==> src/rtl/mem_unit.sv <==
`timescale 1ns/1ps
// mem_unit: load/store unit between a unit-select request bus and a
// single-cycle-latency word RAM. Handles byte/half/word widths, lane
// placement for stores, sign/zero extension for loads and alignment faults.

package mem_unit_pkg;
    typedef logic [31:0] word_t;
    typedef word_t [2:0] unit_in_t;

    typedef enum logic [1:0] {
        UNIT_SEL_NONE = 2'd0,
        UNIT_SEL_ALU  = 2'd1,
        UNIT_SEL_MEM  = 2'd2,
        UNIT_SEL_CSR  = 2'd3
    } unit_sel_t;

    localparam logic [3:0] MEM_CTRL_READ  = 4'b0010;
    localparam logic [3:0] MEM_CTRL_WRITE = 4'b1010;
endpackage

module mem_unit
    import mem_unit_pkg::*;
(
    input  logic        clk,
    input  logic        rst_n,
    input  unit_sel_t   unit_sel,
    input  unit_in_t    unit_in,
    output word_t       unit_out,
    output logic        unit_ready,
    output logic        fault,
    output logic        ram_en,
    output logic [3:0]  ram_we,
    output logic [29:0] ram_addr,
    output logic [31:0] ram_wdata,
    input  logic [31:0] ram_rdata
);

    typedef enum logic [1:0] {IDLE, WAIT, RESP} state_t;

    state_t      state_q;
    logic [3:0]  ctrl_q;
    logic [1:0]  alo_q;
    logic        fault_q;
    word_t       out_q;

    logic        req_wr;
    logic [2:0]  req_f3;
    logic [31:0] req_addr;
    logic [31:0] req_data;
    logic        req_take;
    logic        req_misalign;
    logic [3:0]  lane_we;
    logic [31:0] lane_wdata;
    logic [31:0] rd_shift;
    word_t       load_val;
    logic        unused_ctrl_bits;

    assign req_wr           = unit_in[0][3];
    assign req_f3           = unit_in[0][2:0];
    assign req_addr         = unit_in[1];
    assign req_data         = unit_in[2];
    assign unused_ctrl_bits = ^unit_in[0][31:4];

    assign req_take = (state_q == IDLE) && (unit_sel == UNIT_SEL_MEM);

    // Alignment check by access width; reserved width codes always fault
    always_comb begin
        req_misalign = 1'b1;
        case (req_f3)
            3'b000, 3'b100: req_misalign = 1'b0;
            3'b001, 3'b101: req_misalign = req_addr[0];
            3'b010:         req_misalign = |req_addr[1:0];
            default:        req_misalign = 1'b1;
        endcase
    end

    // Store data replication and byte-lane enables
    always_comb begin
        lane_we    = 4'b1111;
        lane_wdata = req_data;
        case (req_f3[1:0])
            2'b00: begin
                lane_we    = 4'b0001 << req_addr[1:0];
                lane_wdata = {4{req_data[7:0]}};
            end
            2'b01: begin
                lane_we    = 4'b0011 << req_addr[1:0];
                lane_wdata = {2{req_data[15:0]}};
            end
            default: begin
                lane_we    = 4'b1111;
                lane_wdata = req_data;
            end
        endcase
    end

    // RAM strobe is combinational so read data lands in WAIT; gated by reset
    assign ram_en    = rst_n && req_take && !req_misalign;
    assign ram_we    = (ram_en && req_wr) ? lane_we : '0;
    assign ram_addr  = req_addr[31:2];
    assign ram_wdata = lane_wdata;

    // Load extraction from the captured width code and byte offset
    always_comb begin
        rd_shift = ram_rdata >> {alo_q, 3'b000};
        load_val = '0;
        if (!ctrl_q[3]) begin
            case (ctrl_q[2:0])
                3'b000:  load_val = {{24{rd_shift[7]}}, rd_shift[7:0]};
                3'b001:  load_val = {{16{rd_shift[15]}}, rd_shift[15:0]};
                3'b010:  load_val = ram_rdata;
                3'b100:  load_val = {24'd0, rd_shift[7:0]};
                3'b101:  load_val = {16'd0, rd_shift[15:0]};
                default: load_val = '0;
            endcase
        end
    end

    assign unit_ready = (state_q == RESP) ||
                        ((state_q == IDLE) && (unit_sel != UNIT_SEL_MEM));
    assign unit_out   = out_q;
    assign fault      = fault_q;

    // Request FSM; out_q/fault_q are only non-zero while in RESP
    always_ff @(posedge clk or negedge rst_n) begin
        if (!rst_n) begin
            state_q <= IDLE;
            ctrl_q  <= '0;
            alo_q   <= '0;
            fault_q <= 1'b0;
            out_q   <= '0;
        end else begin
            case (state_q)
                IDLE: begin
                    if (req_take) begin
                        ctrl_q <= unit_in[0][3:0];
                        alo_q  <= req_addr[1:0];
                        if (req_misalign) begin
                            fault_q <= 1'b1;
                            state_q <= RESP;
                        end else begin
                            state_q <= WAIT;
                        end
                    end
                end
                WAIT: begin
                    out_q   <= load_val;
                    state_q <= RESP;
                end
                RESP: begin
                    out_q   <= '0;
                    fault_q <= 1'b0;
                    state_q <= IDLE;
                end
                default: state_q <= IDLE;
            endcase
        end
    end

endmodule
==> config.mk <==
export PLATFORM = sky130hd
export DESIGN_NAME = mem_unit
export DESIGN_NICKNAME = d
export VERILOG_FILES = /design/src/rtl/mem_unit.sv
export SDC_FILE = /design/constraint.sdc
export NUM_CORES = 1
export LEC_CHECK = 0
export BUFFER_PORTS_ARGS = -buffer_cell sky130_fd_sc_hd__buf_2
export CAP_MARGIN = 20
export CORE_AREA = 3 3 89 91
export CTS_CLUSTER_DIAMETER = 60
export CTS_CLUSTER_SIZE = 25
export DETAILED_ROUTE_END_ITERATION = 12
export DIE_AREA = 0 0 92 94
export PLACE_DENSITY_LB_ADDON = 0.08
export SYNTH_ARGS = -nofsm -noshare
export SYNTH_HDL_FRONTEND = slang
export SYNTH_SLANG_ARGS = --single-unit
==> constraint.sdc <==
create_clock -name clk -period 4 [get_ports clk]
set_input_delay 0.4 -clock clk [delete_from_list [all_inputs] [get_ports clk]]
set_output_delay 0.4 -clock clk [all_outputs]
set_load 0.05 [all_outputs]
Word-level counts from Yosys, hierarchy flattened
Index checks and enable logic that the tools add are counted.
{ "word_totals": {"output_inout_bits": 101, "ff_bits": 41, "word_cells": 54, "in_bits": 132} }
{ "classes": {"n_eq_ne": 15, "mux": 13, "shifts": 3, "reduce_logical": 18} }
{ "ops": {"columns": ["op", "n"], "rows": [
  ["one-hot mux 32 bit (5 select lines)", 1],
  ["one-hot mux 32 bit (2 select lines)", 2],
  ["two-way mux 32 bit", 1],
  ["right shift 32 x 5 -> 16 bit", 1],
  ["== test 3 bit, second input constant", 4],
  ["one-hot mux 4 bit (2 select lines)", 1],
  ["== test 3 x 1 -> 1 bit, second input constant", 2],
  ["== test 3 x 2 -> 1 bit, second input constant", 2],
  ["logical NOT 3 bit", 2],
  ["!= test 2 bit, second input constant", 3],
  ["OR reduction 2 bit", 3],
  ["logical AND 1 bit", 5],
  ["== test 2 x 1 -> 1 bit, second input constant", 2],
  ["== test 2 bit, second input constant", 2],
  ["logical NOT 2 bit", 2],
  ["two-way mux 2 bit", 2],
  ["two-way mux 4 bit", 1],
  ["one-hot mux 2 bit (2 select lines)", 1],
  ["nonzero test 2 bit", 2],
  ["left shift 1 x 2 -> 4 bit, first input constant", 1],
  ["left shift 2 x 2 -> 4 bit, first input constant", 1],
  ["one-hot mux 1 bit (3 select lines)", 1],
  ["AND reduction 3 bit", 1],
  ["two-way mux 1 bit", 2],
  ["4 further kinds", 4]
]} }

Depth between registers and ports, before layout
{ "depth": {"word_depth": 7, "ltp_mapped": 8, "mapped_depth_nobuf": 6} }

Worst setup path before layout
OpenSTA, ideal clock, no wires.
{ "synth_path": {"path_kind": "input to output", "startpoint": "input port unit_in[0] in the netlist's numbering", "endpoint": "output port ram_wdata[24]", "setup_slack_ns": 1.382, "arrival_ns": 2.218, "stages": 4, "t_required_ns": 3.600, "n_path_buf": 2, "path_cell_list": "clkbuf_1 > buf_1 > mux2i_1 > o21ai_0"} }
{ "synth_between": {"elab_chain_len": 2, "elab_cells_between_ends": 3, "classes_between": "eq/ne (1); mux (1); reduce/logical (1)"} }
{ "synth_rtl": {"columns": ["element", "line_no", "text"], "rows": [
  ["start: declaration", "27", "input unit_in_t unit_in,"],
  ["== test 2 x 1 -> 1 bit / logical NOT 2 bit (equally long branches)", "81", "case (req_f3[1:0])"],
  ["one-hot mux 32 bit (2 select lines) (*)", "81", null],
  ["end: declaration", "34", "output logic [31:0] ram_wdata,"]
]} }
Every way passes the cells marked *; elsewhere a longest branch is shown, timed or not.

Worst setup path in the final report
{ "layout_path": {"startpoint": "register alo_q[1]", "endpoint": "register out_q[29] (netlist: unit_out[29])"} }
{ "layout_between": {"elab_chain_len": 4} }
{ "layout_rtl": {"columns": ["element", "line_no", "text"], "rows": [
  ["start: declaration", "42", "logic [1:0] alo_q;"],
  ["start signal: assignment", "137", "alo_q <= req_addr[1:0];"],
  ["right shift 32 x 5 -> 16 bit", "105", "rd_shift = ram_rdata >> {alo_q, 3'b000};"],
  ["one-hot mux 32 bit (5 select lines)", "108", "case (ctrl_q[2:0])"],
  ["two-way mux 32 bit", "107", "if (!ctrl_q[3]) begin"],
  ["one-hot mux 32 bit (2 select lines)", "133", "case (state_q)"],
  ["end signal: assignment", "147", "out_q <= load_val;"],
  ["end: declaration", "44", "word_t out_q;"]
]} }
No other way between the ends.
A chain may end at the register's enable or synchronous reset.

==> flow_summary.yaml <==
global_routing:
  grt_overflow: 0
  grt_max_degree: 39
  grt_use_total: 0.198
  grt_pass1_wl_mm: 13.5
  antenna_found_initial: 0
  grt_pass1_vias: 2607
timing:
  skew_ps: 3.93
  worst_slew_pin_slew_ps: 981
  rsz0062_at_grt: "false"
  fin_crit_sh: 0.665
  fmaxAchievable_mhz: 376
  finalHoldViolations: 0
  period_needed_ps: 2660
  finalSetupViolCount: 0
  finalWorstSetupSlack_ps: 1340
  fin_tns_setup_ps: 0
  slew_headroom: 0.346
  drv_slew: 0
floorplan:
  io_pins: 233
  core_mm2: 0.00721
  initial_core_util: 0.396
  dieArea_mm2: 0.00865
  rows: 31
  dieWidth_um: 92
  die_h_um: 94
synthesis:
  synthCells: 302
  synth_area_leaders: "dfrtp_1, buf_4, a221o_1, mux2_2, mux2i_1"
  synth.most_common_cell: "dfrtp_1"
  ys_ff_latch: 41
  syn_nets: 437
  yosysTopAreaCellShare: 0.359
  synth_seq_area_share: 0.359
  synth_cell_type_count: 38
  async_flop_share: 1.00
  yosys-top-cells-count: "dfrtp_1, buf_4, a21oi_1, nand2_1, a221o_1"
  syn_area_mm2: 0.00286
  syn_area_per_cell_um2: 9.47
  synth_edf_count: 0
  yosysTopAreaCell: "dfrtp_1"
  ys.flop_type: "dfrtp_1"
  ys_warn_count: 0
critical_path:
  cp-end-kind: "flip-flop"
  critPathRequiredTime_ps: 4180
  crit_type: "reg -> reg"
  crit_start: "alo_q[1]"
  path_max_fanout: 26
  start_kind: "flip-flop"
  crit_arrival_ps: 2840
  timing.rr.start: "alo_q[1]"
layout:
  drive_above_1_share: 0.445
  final_cell_count_no_fill: 499
  fin_nets: 534
  syn_to_final_growth_pct: 21.7
  fin_util: 0.482
  diodes: 0
place:
  pre_cts_ws_ps: 1370
  gp_congestion: 0.832
  place_inst: 490
  place.port_buffers: 144
  hpwlAfterDp_mm: 6.76
power_and_ir_drop:
  power.total_uw: 2590
  peakVddDrop_v: 0.000287
  p_leak_uw: 0.00181
  powerDensity_mw_per_mm2: 744
clocking:
  cts_buffers: 5
  cts_root_buffer: "clkbuf_8"
  htreeDepth: 2
  clk_latency_ps: 290
  clockBufferDepth: 2
  cts_tree: "done"
  cts_resized: 0
  clk_pin_slew_worst_paths_ps: 80
  clock_sinks: 41
routing:
  dr_total_vias: 2616
  post_drt_wl_per_cell_um: 17.4
  drt-total-wl_mm: 8.70
  viasPerCell: 5.24
  drcViolationCount: 0
  ant_nets: 0
  dr.pass1.iters: 4
  drt_iter0_markers: 122
min_path:
  min_from: "ram_rdata[4]"
  hp-class: "in -> reg"
flow_run:
  drv_cap: 0
outcome:
  status: "finished clean"
-- cells in the final DEF, fill, tap and decap left out, types with 2 or more instances in the layout --
cell,synthesis,layout
nor2_1,13,13
a211oi_1,7,7
a221o_1,23,23
nor3_1,3,3
dfrtp_1,41,41
a21o_1,3,3
o2bb2ai_1,2,2
buf_2,3,144
o21ai_0,12,12
o221ai_1,8,8
and3_1,3,3
buf_4,38,2
ha_1,3,3
inv_1,4,4
a31oi_1,3,3
mux2i_1,16,16
bufinv_16,0,2
mux2_2,20,20
nand2_1,24,24
nand2b_1,2,2
clkbuf_8,0,5
a21oi_1,25,25
nor2b_1,18,18
a2bb2oi_1,2,2
-- timing repair --
item,4_1_cts,5_1_grt
buffers inserted,0,0
endpoints found under the hold margin,3,0
hold buffers,1,0
-- critical path, stage by stage (launching register included) --
cell,delay (ps)
dfrtp_1,990
nor2b_1,350
a32o_1,360
o31a_1,500
a221o_1,340
-- flip-flops by register name, summed over array words and instances (netlist names) --
| signal | cells |
|---|---|
| fault | 1 |
| ctrl_q | 4 |
| alo_q | 2 |
| state_q | 2 |
| unit_out | 32 |
-- routing by layer --
layer	global-route usage	up-vias	wire [µm]
li1	-	1265	-
met1	0.237	1219	3440
met2	0.344	114	4410
met3	0.0497	18	667
met4	0.0718	0	192
met5	0	-	0
-- cell type report --
cell class,count,area (µm²)
Sequential cell,41,1030
Tap cell,99,124
Clock buffer,5,68.8
Fill cell,725,3730
Timing Repair Buffer,147,746
Inverter,5,18.8
Multi-Input combinational cell,199,1430
Clock inverter,3,65.1
-- worst paths after layout --
kind / slack, ps / end / cells past startpoint
max reg2reg: 1340 / unit_out[29] / 4
max: 1340 / unit_out[29] / 4
min in group asynchronous: 480 / fault / 2
min reg2reg: 500 / unit_out[15] / 2
max in group asynchronous: 2810 / ctrl_q[2] / 3
min: 350 / unit_out[4] / 2
-- metrics by stage --
stage | hold slack (ps) | instance area [µm²]
after floorplan | 104 | 2860
after global placement | 248 | 3340
after detailed placement | 247 | 3340
after CTS | 345 | 3480
after global routing | 348 | 3480
final | 346 | 3480
-- logic make-up (layout without fill, tap and decap cells) --
kind of cell,count (synthesis),in the layout,synth area share
AO/OA/AOI/OAI,89,89,0.227
adder cells (fa/ha/maj),3,3,0.0131
buffers and inverters,62,160,0.140
flip-flops,41,41,0.359
multiplexers,37,37,0.140
AND/OR/NAND/NOR,70,70,0.121
-- power breakdown --
group	leakage [µW]	internal (µW)	total [µW]	switching, µW
registers	0.000546	568	755	187
logic	0.00119	460	1440	977
clock network	0.0000681	248	398	150
No activity file was read; power rests on OpenSTA's default activity.
